--- src/rtl/tcm_trigger_rx_if.sv ---
// Trigger-lane bundle between the TCM trigger logic, the PM lanes and tcm_trigger_rx.
// The slave modport is the receiver. The master modport is the side that drives it.
interface tcm_trigger_rx_if #(
  parameter int CNT_W = 16
);
  logic             en;
  logic [2:0]       mt_cou;
  logic [1:0]       tt;
  logic [1:0]       ta;
  logic             tcm_req;
  logic [13:0]      trig_t;
  logic [13:0]      trig_a;
  logic             trig_valid;
  logic             par_err;
  logic             miss_err;
  logic             phase_err;
  logic [CNT_W-1:0] err_cnt;
  logic [CNT_W-1:0] miss_cnt;
  logic [CNT_W-1:0] frame_cnt;

  modport slave (
    input  en, mt_cou, tt, ta,
    output tcm_req, trig_t, trig_a, trig_valid, par_err, miss_err, phase_err,
           err_cnt, miss_cnt, frame_cnt
  );

  modport master (
    output en, mt_cou, tt, ta,
    input  tcm_req, trig_t, trig_a, trig_valid, par_err, miss_err, phase_err,
           err_cnt, miss_cnt, frame_cnt
  );
endinterface

--- src/rtl/tcm_trigger_rx.sv ---
// TCM receiver for the PM tt/ta trigger lanes: requests one frame per bunch, deserialises it, checks it and decodes it.
// Optional saturating statistics counters are enabled with the macro TCM_TRIG_RX_STATS_EN.
module tcm_trigger_rx #(
  parameter int CNT_W = 16
) (
  input  logic                clk320,
  input  logic                rst,
  tcm_trigger_rx_if.slave     bus
);

  typedef enum logic {IDLE, RECV} state_t;

  state_t      state, state_n;
  logic [2:0]  mt_q;
  logic [13:0] sh_t, sh_a, sh_t_n, sh_a_n;
  logic [15:0] word_t, word_a;
  logic        req_n, valid_n, par_n, miss_n, phase_n;
  logic        tcm_req, trig_valid, par_err, miss_err, phase_err;
  logic [13:0] trig_t, trig_a;

  // The current lane pair completes the word when it is the phase-7 sample.
  assign word_t = {sh_t, bus.tt};
  assign word_a = {sh_a, bus.ta};

  always_ff @(posedge clk320 or posedge rst) begin
    if (rst) state <= IDLE;
    else     state <= state_n;
  end

  always_comb begin
    state_n = state;
    sh_t_n  = sh_t;
    sh_a_n  = sh_a;
    req_n   = 1'b0;
    valid_n = 1'b0;
    par_n   = 1'b0;
    miss_n  = 1'b0;
    phase_n = 1'b0;
    case (state)
      IDLE: begin
        sh_t_n = '0;
        sh_a_n = '0;
        if (bus.en && bus.mt_cou == 3'd7) begin
          req_n   = 1'b1;
          state_n = RECV;
        end
      end
      RECV: begin
        // mt_q is 7 on the first receive cycle, so this also demands phase 0 there.
        if (bus.mt_cou != mt_q + 3'd1) begin
          phase_n = 1'b1;
          sh_t_n  = '0;
          sh_a_n  = '0;
          state_n = IDLE;
        end else begin
          sh_t_n = word_t[13:0];
          sh_a_n = word_a[13:0];
          if (bus.mt_cou == 3'd7) begin
            if (!word_t[15] || !word_a[15])   miss_n  = 1'b1;
            else if ((^word_t) || (^word_a))  par_n   = 1'b1;
            else                              valid_n = 1'b1;
            req_n   = bus.en;
            state_n = bus.en ? RECV : IDLE;
          end
        end
      end
      default: state_n = IDLE;
    endcase
  end

  always_ff @(posedge clk320 or posedge rst) begin
    if (rst) begin
      mt_q       <= 3'd0;
      sh_t       <= '0;
      sh_a       <= '0;
      tcm_req    <= 1'b0;
      trig_valid <= 1'b0;
      par_err    <= 1'b0;
      miss_err   <= 1'b0;
      phase_err  <= 1'b0;
      trig_t     <= '0;
      trig_a     <= '0;
    end else begin
      mt_q       <= bus.mt_cou;
      sh_t       <= sh_t_n;
      sh_a       <= sh_a_n;
      tcm_req    <= req_n;
      trig_valid <= valid_n;
      par_err    <= par_n;
      miss_err   <= miss_n;
      phase_err  <= phase_n;
      if (valid_n) begin
        trig_t <= word_t[14:1];
        trig_a <= word_a[14:1];
      end
    end
  end

  assign bus.tcm_req    = tcm_req;
  assign bus.trig_valid = trig_valid;
  assign bus.par_err    = par_err;
  assign bus.miss_err   = miss_err;
  assign bus.phase_err  = phase_err;
  assign bus.trig_t     = trig_t;
  assign bus.trig_a     = trig_a;

`ifdef TCM_TRIG_RX_STATS_EN
  logic [CNT_W-1:0] err_q, miss_q, frame_q;

  // Counters step on the same edge that raises their pulse and stick at all-ones.
  always_ff @(posedge clk320 or posedge rst) begin
    if (rst) begin
      err_q   <= '0;
      miss_q  <= '0;
      frame_q <= '0;
    end else begin
      if (par_n && err_q != {CNT_W{1'b1}})     err_q   <= err_q + 1'b1;
      if (miss_n && miss_q != {CNT_W{1'b1}})   miss_q  <= miss_q + 1'b1;
      if (valid_n && frame_q != {CNT_W{1'b1}}) frame_q <= frame_q + 1'b1;
    end
  end

  assign bus.err_cnt   = err_q;
  assign bus.miss_cnt  = miss_q;
  assign bus.frame_cnt = frame_q;
`else
  assign bus.err_cnt   = '0;
  assign bus.miss_cnt  = '0;
  assign bus.frame_cnt = '0;
`endif

endmodule

--- src/flat_wrapper.sv ---
// flat-port wrapper written by rule: the top's interface ports become plain ports
module tcm_trigger_rx_flat 
#(
  parameter int CNT_W = 16
)
  (clk320, rst, bus_en, bus_mt_cou, bus_tt, bus_ta, bus_tcm_req, bus_trig_t, bus_trig_a, bus_trig_valid, bus_par_err, bus_miss_err, bus_phase_err, bus_err_cnt, bus_miss_cnt, bus_frame_cnt);
  tcm_trigger_rx_if #(.CNT_W(CNT_W)) bus_i ();
  input  logic clk320;
  input  logic rst;
  input wire logic [$bits(bus_i.en)-1:0] bus_en;
  input wire logic [$bits(bus_i.mt_cou)-1:0] bus_mt_cou;
  input wire logic [$bits(bus_i.tt)-1:0] bus_tt;
  input wire logic [$bits(bus_i.ta)-1:0] bus_ta;
  output wire logic [$bits(bus_i.tcm_req)-1:0] bus_tcm_req;
  output wire logic [$bits(bus_i.trig_t)-1:0] bus_trig_t;
  output wire logic [$bits(bus_i.trig_a)-1:0] bus_trig_a;
  output wire logic [$bits(bus_i.trig_valid)-1:0] bus_trig_valid;
  output wire logic [$bits(bus_i.par_err)-1:0] bus_par_err;
  output wire logic [$bits(bus_i.miss_err)-1:0] bus_miss_err;
  output wire logic [$bits(bus_i.phase_err)-1:0] bus_phase_err;
  output wire logic [$bits(bus_i.err_cnt)-1:0] bus_err_cnt;
  output wire logic [$bits(bus_i.miss_cnt)-1:0] bus_miss_cnt;
  output wire logic [$bits(bus_i.frame_cnt)-1:0] bus_frame_cnt;
  assign bus_i.en = bus_en;
  assign bus_i.mt_cou = bus_mt_cou;
  assign bus_i.tt = bus_tt;
  assign bus_i.ta = bus_ta;
  assign bus_tcm_req = bus_i.tcm_req;
  assign bus_trig_t = bus_i.trig_t;
  assign bus_trig_a = bus_i.trig_a;
  assign bus_trig_valid = bus_i.trig_valid;
  assign bus_par_err = bus_i.par_err;
  assign bus_miss_err = bus_i.miss_err;
  assign bus_phase_err = bus_i.phase_err;
  assign bus_err_cnt = bus_i.err_cnt;
  assign bus_miss_cnt = bus_i.miss_cnt;
  assign bus_frame_cnt = bus_i.frame_cnt;
  tcm_trigger_rx #(.CNT_W(CNT_W)) u_core (.clk320(clk320), .rst(rst), .bus(bus_i));
endmodule
--- config.mk ---
export PLATFORM = sky130hd
export DESIGN_NAME = tcm_trigger_rx_flat
export DESIGN_NICKNAME = d
export VERILOG_FILES = /design/src/rtl/tcm_trigger_rx_if.sv /design/src/rtl/tcm_trigger_rx.sv /design/src/flat_wrapper.sv
export SDC_FILE = /design/constraint.sdc
export NUM_CORES = 1
export LEC_CHECK = 0
export CORE_UTILIZATION = 40
export CTS_CLUSTER_DIAMETER = 80
export DETAILED_ROUTE_END_ITERATION = 6
export PLACE_DENSITY_LB_ADDON = 0.3
export SLEW_MARGIN = 20
export SYNTH_ARGS = -nofsm -noshare
export SYNTH_HDL_FRONTEND = slang
export SYNTH_SLANG_ARGS = --single-unit
--- constraint.sdc ---
create_clock -name clk320 -period 2.2 [get_ports clk320]
set_clock_uncertainty 0.05 [all_clocks]
set_input_delay 0.44 -clock clk320 [delete_from_list [all_inputs] [get_ports clk320]]
set_output_delay 0.44 -clock clk320 [all_outputs]
set_load 0.005 [all_outputs]
; ---- Yosys cells after proc, flatten, opt, wreduce, memory -nomap -nowiden
; Index checks and enable logic that the tools add are counted.
[word_totals]
output_inout_bits = 81
in_bits = 10
register_bits = 65
word_cells = 50
[classes]
add_sub_neg = 1
n_eq_ne = 2
n_mux = 28
n_reduce_logical = 7
n_bitwise = 1
[ops]
columns = op, n
row1 = one-hot mux 14 bit (2 select lines), 2
row2 = XOR reduction 16 bit, 2
row3 = 2-to-1 mux 14 bit, 2
row4 = 2-to-1 mux 1 bit, 22
row5 = one-hot mux 1 bit (2 select lines), 2
row6 = "adder 3 x 1 -> 3 bit, second input constant", 1
row7 = "== test 3 bit, second input constant", 1
row8 = != test 3 bit, 1
row9 = zero test 1 bit, 2
row10 = logical OR 1 bit, 2
row11 = logical AND 1 bit, 1
row12 = inverter 1 bit, 1

; ---- Longest topological paths before layout
; Gate-level depths: netlist (run 1).
[logic_depth]
word_depth = 7
mapped_depth = 9
mapped_depth_nobuf = 7

; ---- Least setup slack after synthesis (run 1)
; No wires, ideal clock.
[synth_timing]
kind = flip-flop to flip-flop
start = reg u_core.mt_q[0]
end = reg u_core.trig_t[0] (netlist: u_core.bus.trig_t[0])
t_arrival_ns = 2.198
setup_time_ns = 0.127
setup_slack_ns = -0.175
required_ns = 2.023
stages_incl_launch_ff = 10
path_cell_list = dfrtp_1 -> ha_1 -> xor3_1 -> nor3_2 -> and2_2 -> nand4_1 -> nor3_2 -> buf_4 -> buf_12 -> mux2_1
[synth_between]
elab_chain_len = 4
[synth_rtl]
columns = element, line_no
row1 = start: declaration, tcm_trigger_rx.sv:14  ; logic [2:0] mt_q;
row2 = start signal: assignment, tcm_trigger_rx.sv:84  ; mt_q <= bus.mt_cou;
row3 = adder 3 x 1 -> 3 bit, tcm_trigger_rx.sv:50  ; if (bus.mt_cou != mt_q + 3'd1) begin
row4 = != test 3 bit, tcm_trigger_rx.sv:50
row5 = 2-to-1 mux 1 bit, tcm_trigger_rx.sv:50
row6 = 2-to-1 mux 1 bit, tcm_trigger_rx.sv:39  ; case (state)
row7 = net u_core.valid_n, tcm_trigger_rx.sv:17  ; logic req_n, valid_n, par_n, miss_n, phase_n;
row8 = end signal: assignment, tcm_trigger_rx.sv:93  ; trig_t <= word_t[14:1];
row9 = end: declaration, tcm_trigger_rx.sv:19  ; logic [13:0] trig_t, trig_a;
; The timed path passes the listed nets, and every way through them passes these cells.
; A chain may end at the register's enable or synchronous reset.

; ---- Worst setup path after layout (run 1)
[layout_timing]
start = reg u_core.mt_q[0]
end = reg u_core.trig_t[6] (netlist: u_core.bus.trig_t[6])
[layout_between]
elab_chain_len = 4
[layout_rtl]
columns = element, line_no
row1 = adder 3 x 1 -> 3 bit, tcm_trigger_rx.sv:50
row2 = != test 3 bit, tcm_trigger_rx.sv:50
row3 = 2-to-1 mux 1 bit, tcm_trigger_rx.sv:50
row4 = 2-to-1 mux 1 bit, tcm_trigger_rx.sv:39
; Every way passes these cells.

==> summary.txt, run 1 <==
Timing
  – Setup WS post-layout: -0.1630 ns
  – Fin crit share: 107.4%
  – Final Hold Viols: 0
  – Final setup violation count: 28
  – Minimum clock period: 2.363 ns
  – RSZ-0062 raised after global routing: yes
  – Max Freq: 423.2 MHz
  – Pins Over Slew Limit: 0

Layout
  – Filler Cell Count: 652
  – NumNets Final: 301
  – Syn-to-layout area delta: 26.44%
  – Final instance area: 3757 sq um
  – Ant diodes: 0
  – Fraction of layout cells with a size suffix above 1: 22.71%

Yosys
  – Most frequent cell after synthesis: dfrtp_1
  – FF+latch count, synth: 65
  – Seq/Total Area, Yosys: 54.74%
  – Synthesis Warnings: 0
  – Ys flop type: dfrtp_1
  – Synth top area share: 54.74%
  – Post-Synth Adder-Cell Area: 0.4211%
  – Count of different cell masters after synthesis: 22
  – Top cells by count, synth: dfrtp_1, buf_4, and3_1
  – Largest family of logic cells by synthesized area: buffers and inverters
  – Simple logic cell fraction of the synthesized area: 8.253%
  – Number of synthesized flops with an enable pin: 0
  – Synth area leader: dfrtp_1
  – Multiplexer share of the synthesized area: 11.62%
  – Synth Instances: 228
  – XOR/XNOR Fraction of Synth Area: 10.23%
  – Cell area after synthesis: 2972 sq um
  – Syn avg cell area: 13.03 sq um
  – Ys async rst share: 100.0%
  – Compound-gate portion of the synthesized area: 0.2526%
  – Area contributors post-synth: dfrtp_1, buf_4, xnor2_1, mux2_2, and3_1

Clock tree
  – Num CTS Buffers: 9
  – Sink Count: 65
  – H-tree levels: 3
  – CTS tree: done
  – Clock-pin slew on the worst setup and hold paths: 0.07 ns
  – Clk root buf: clkbuf_8
  – Clock Tree Buf Depth: 2
  – Hold Buf Count CTS: 0
  – Clock Latency Late Sink: 0.33 ns

Power and ir drop
  – Peak supply drop: 0.0003508 V
  – P_leak: 1.913 nW
  – Power Density: 636.7 nW/um^2

Placement
  – Setup WS pre-CTS: -0.6976 ns
  – Post-DP Area: 3398 sq um
  – Post-DP HPWL: 3.166 mm
  – GP Congestion: 0.7090
  – Port bufs: 42

Detailed routing
  – Routed vias/inst: 4.226
  – Via count: 1665
  – Wire length per cell: 13.05 um
  – DRC Markers: 0
  – Post-route ant nets: 0
  – Total Routed Length: 5.143 mm
  – Drt first pass iters: 6
  – 1st-iter DRT viols: 95

Critical path
  – Delay-heaviest family, CP: simple AND/OR/NAND/NOR gates
  – Crit path buffers/inverters: 1
  – CP Cell Sequence: ha_2, xor3_1, nor3_2, and2_4, nand4_1, nor3_4, buf_6, mux2_4
  – Critical path data arrival time: 2.53 ns
  – Required time worst endpoint: 2.36 ns
  – WS Path Type: register to register
  – Crit path max fanout: 8
  – CP endpoint kind: register
  – Critical path's slowest cell: dfrtp_1
  – Worst path max stage delay: 0.37 ns
  – R2r endpoint: u_core.bus.trig_t[6]
  – Reg2reg path depth: 8
  – Reg-to-reg slack, setup: -0.16 ns
  – Startpoint Class: register
  – FF-to-FF Start: u_core.mt_q[0]

Worst hold path
  – Worst min-delay path class: input port to register
  – Worst Hold Endpoint: u_core.mt_q[2]
  – Hold path start: bus_mt_cou[2]
  – Hold Path Depth: 2

Floorplanning
  – Initial core utilization: 41.19%
  – I/O Pins: 91
  – Die area: 7777 sq um
  – Die width: 88.19 um
  – Core area: 7214 sq um
  – Site Rows: 31
  – Die span in y: 88.19 um

Global routing
  – GRT Residual Overflow: 0
  – First-pass GRT wire length: 7.983 mm
  – Vias in the first global route: 1565
  – Largest net degree at the start of global routing: 66
  – GRT Total Usage: 14.32%
  – Initial antenna violation count: 0

Status
  – Run status: finished with violations
  – Failing checks: setup timing

Flow run
  – Max-cap viol count: 0
## flip-flops by register name, summed over array words and instances (netlist names)
signal,count
u_core.bus.phase_err,1
u_core.bus.miss_err,1
u_core.sh_t,14
u_core.bus.par_err,1
u_core.bus.trig_t,14
u_core.bus.trig_a,14
u_core.sh_a,14
u_core.mt_q,3
u_core.bus.tcm_req,1
u_core.state,1
u_core.bus.trig_valid,1
## how the worst max path moves through the flow
stage	start	endpoint	slack, ns	depth (start not counted)
3_5_place_dp	bus_mt_cou[2]	u_core.bus.trig_a[4]	-0.70	8
5_1_grt	u_core.mt_q[0]	u_core.bus.trig_t[6]	-0.31	8
2_1_floorplan	bus_mt_cou[2]	u_core.bus.trig_t[0]	-0.02	8
3_3_place_gp	bus_mt_cou[2]	u_core.bus.trig_a[1]	-0.60	8
4_1_cts	u_core.mt_q[0]	u_core.bus.trig_t[6]	-0.28	8
6_report	u_core.mt_q[0]	u_core.bus.trig_t[6]	-0.16	8
## layer usage
metal | up-vias | track usage [%] | share of wire [%] | routed length [um]
met1 | 811 | 19.92 | 49 | 2507
met4 | 0 | 7.038 | 1.7 | 86
met2 | 65 | 19.72 | 43 | 2230
li1 | 781 | - | - | -
met5 | - | 0 | 0 | 0
met3 | 8 | 5.090 | 6.2 | 319
## stage by stage
stage | hold slack, ns | TNS [ns] | utilization (%) | std cells | power, W
4_1_cts | 0.4508 | -7.388 | 51.21 | 393 | 0.002413
6_report | 0.3212 | -4.185 | 52.08 | 394 | 0.002392
3_3_place_gp | 0.4434 | -16.34 | 47.10 | 372 | 0.001363
3_5_place_dp | 0.4452 | -18.94 | 47.10 | 372 | 0.001363
5_1_grt | 0.3084 | -8.125 | 52.08 | 394 | 0.002486
2_1_floorplan | 0.4214 | -0.1485 | - | 275 | 0.001370
## where the power goes
part / internal (W) / switching [W] / leakage (nW)
Clock: 0.000616 / 0.000428 / 0.107
Combinational: 0.0000568 / 0.0000893 / 0.906
Sequential: 0.00120 / 0.00000254 / 0.901
## cells in the final DEF, fill, tap and decap left out, drive strengths merged
cell and instances:
and2 1, and3 31, buf 19, bufinv 1
clkbuf 14, clkdlybuf4s50 41, clkinv 1, conb 48
dfrtp 65, dlymetal6s2s 1, ha 1, inv 3
mux2 28, nand2 1, nand2b 1, nand4 1
nor2 2, nor3 2, o21bai 1, xnor2 29
xor2 3, xor3 1
## timing repair
item,CTS,global route
setup endpoints to repair,28,30
cloned,1,0
hold endpoints to repair,0,0
gates resized for setup,15,14
pin swaps,5,5
buffers inserted,4,2
## logic make-up (layout without fill, tap and decap cells)
logic type                 count (synthesis)  in the layout
other                                      1             48
buffers and inverters                     60             80
xor gates and xnor gates                  33             33
and+or+nand+nor                           39             39
DFF                                       65             65
muxes                                     28             28
AOI/OAI and AO/OA                          1              1
adders and majority gates                  1              1
## final cells by class
cell class                      count  area (sq um)  share of cell area, %
Multi-Input combinational cell    150          1187                  31.60
Timing Repair Buffer               61         600.6                  15.98
Sequential cell                    65          1627                  43.29
Clock inverter                      2         35.03                 0.9324
Clock buffer                       14         172.7                  4.595
Tap cell                           99         123.9                  3.297
Inverter                            3         11.26                 0.2997
(Power assumes the default switching activity.)
==> run 2: changes to the inputs <==
- CTS_CLUSTER_SIZE: not set -> 10
==> results of run 2 <==
No change in the layout: final DEF, timing and power equal those of run 1.
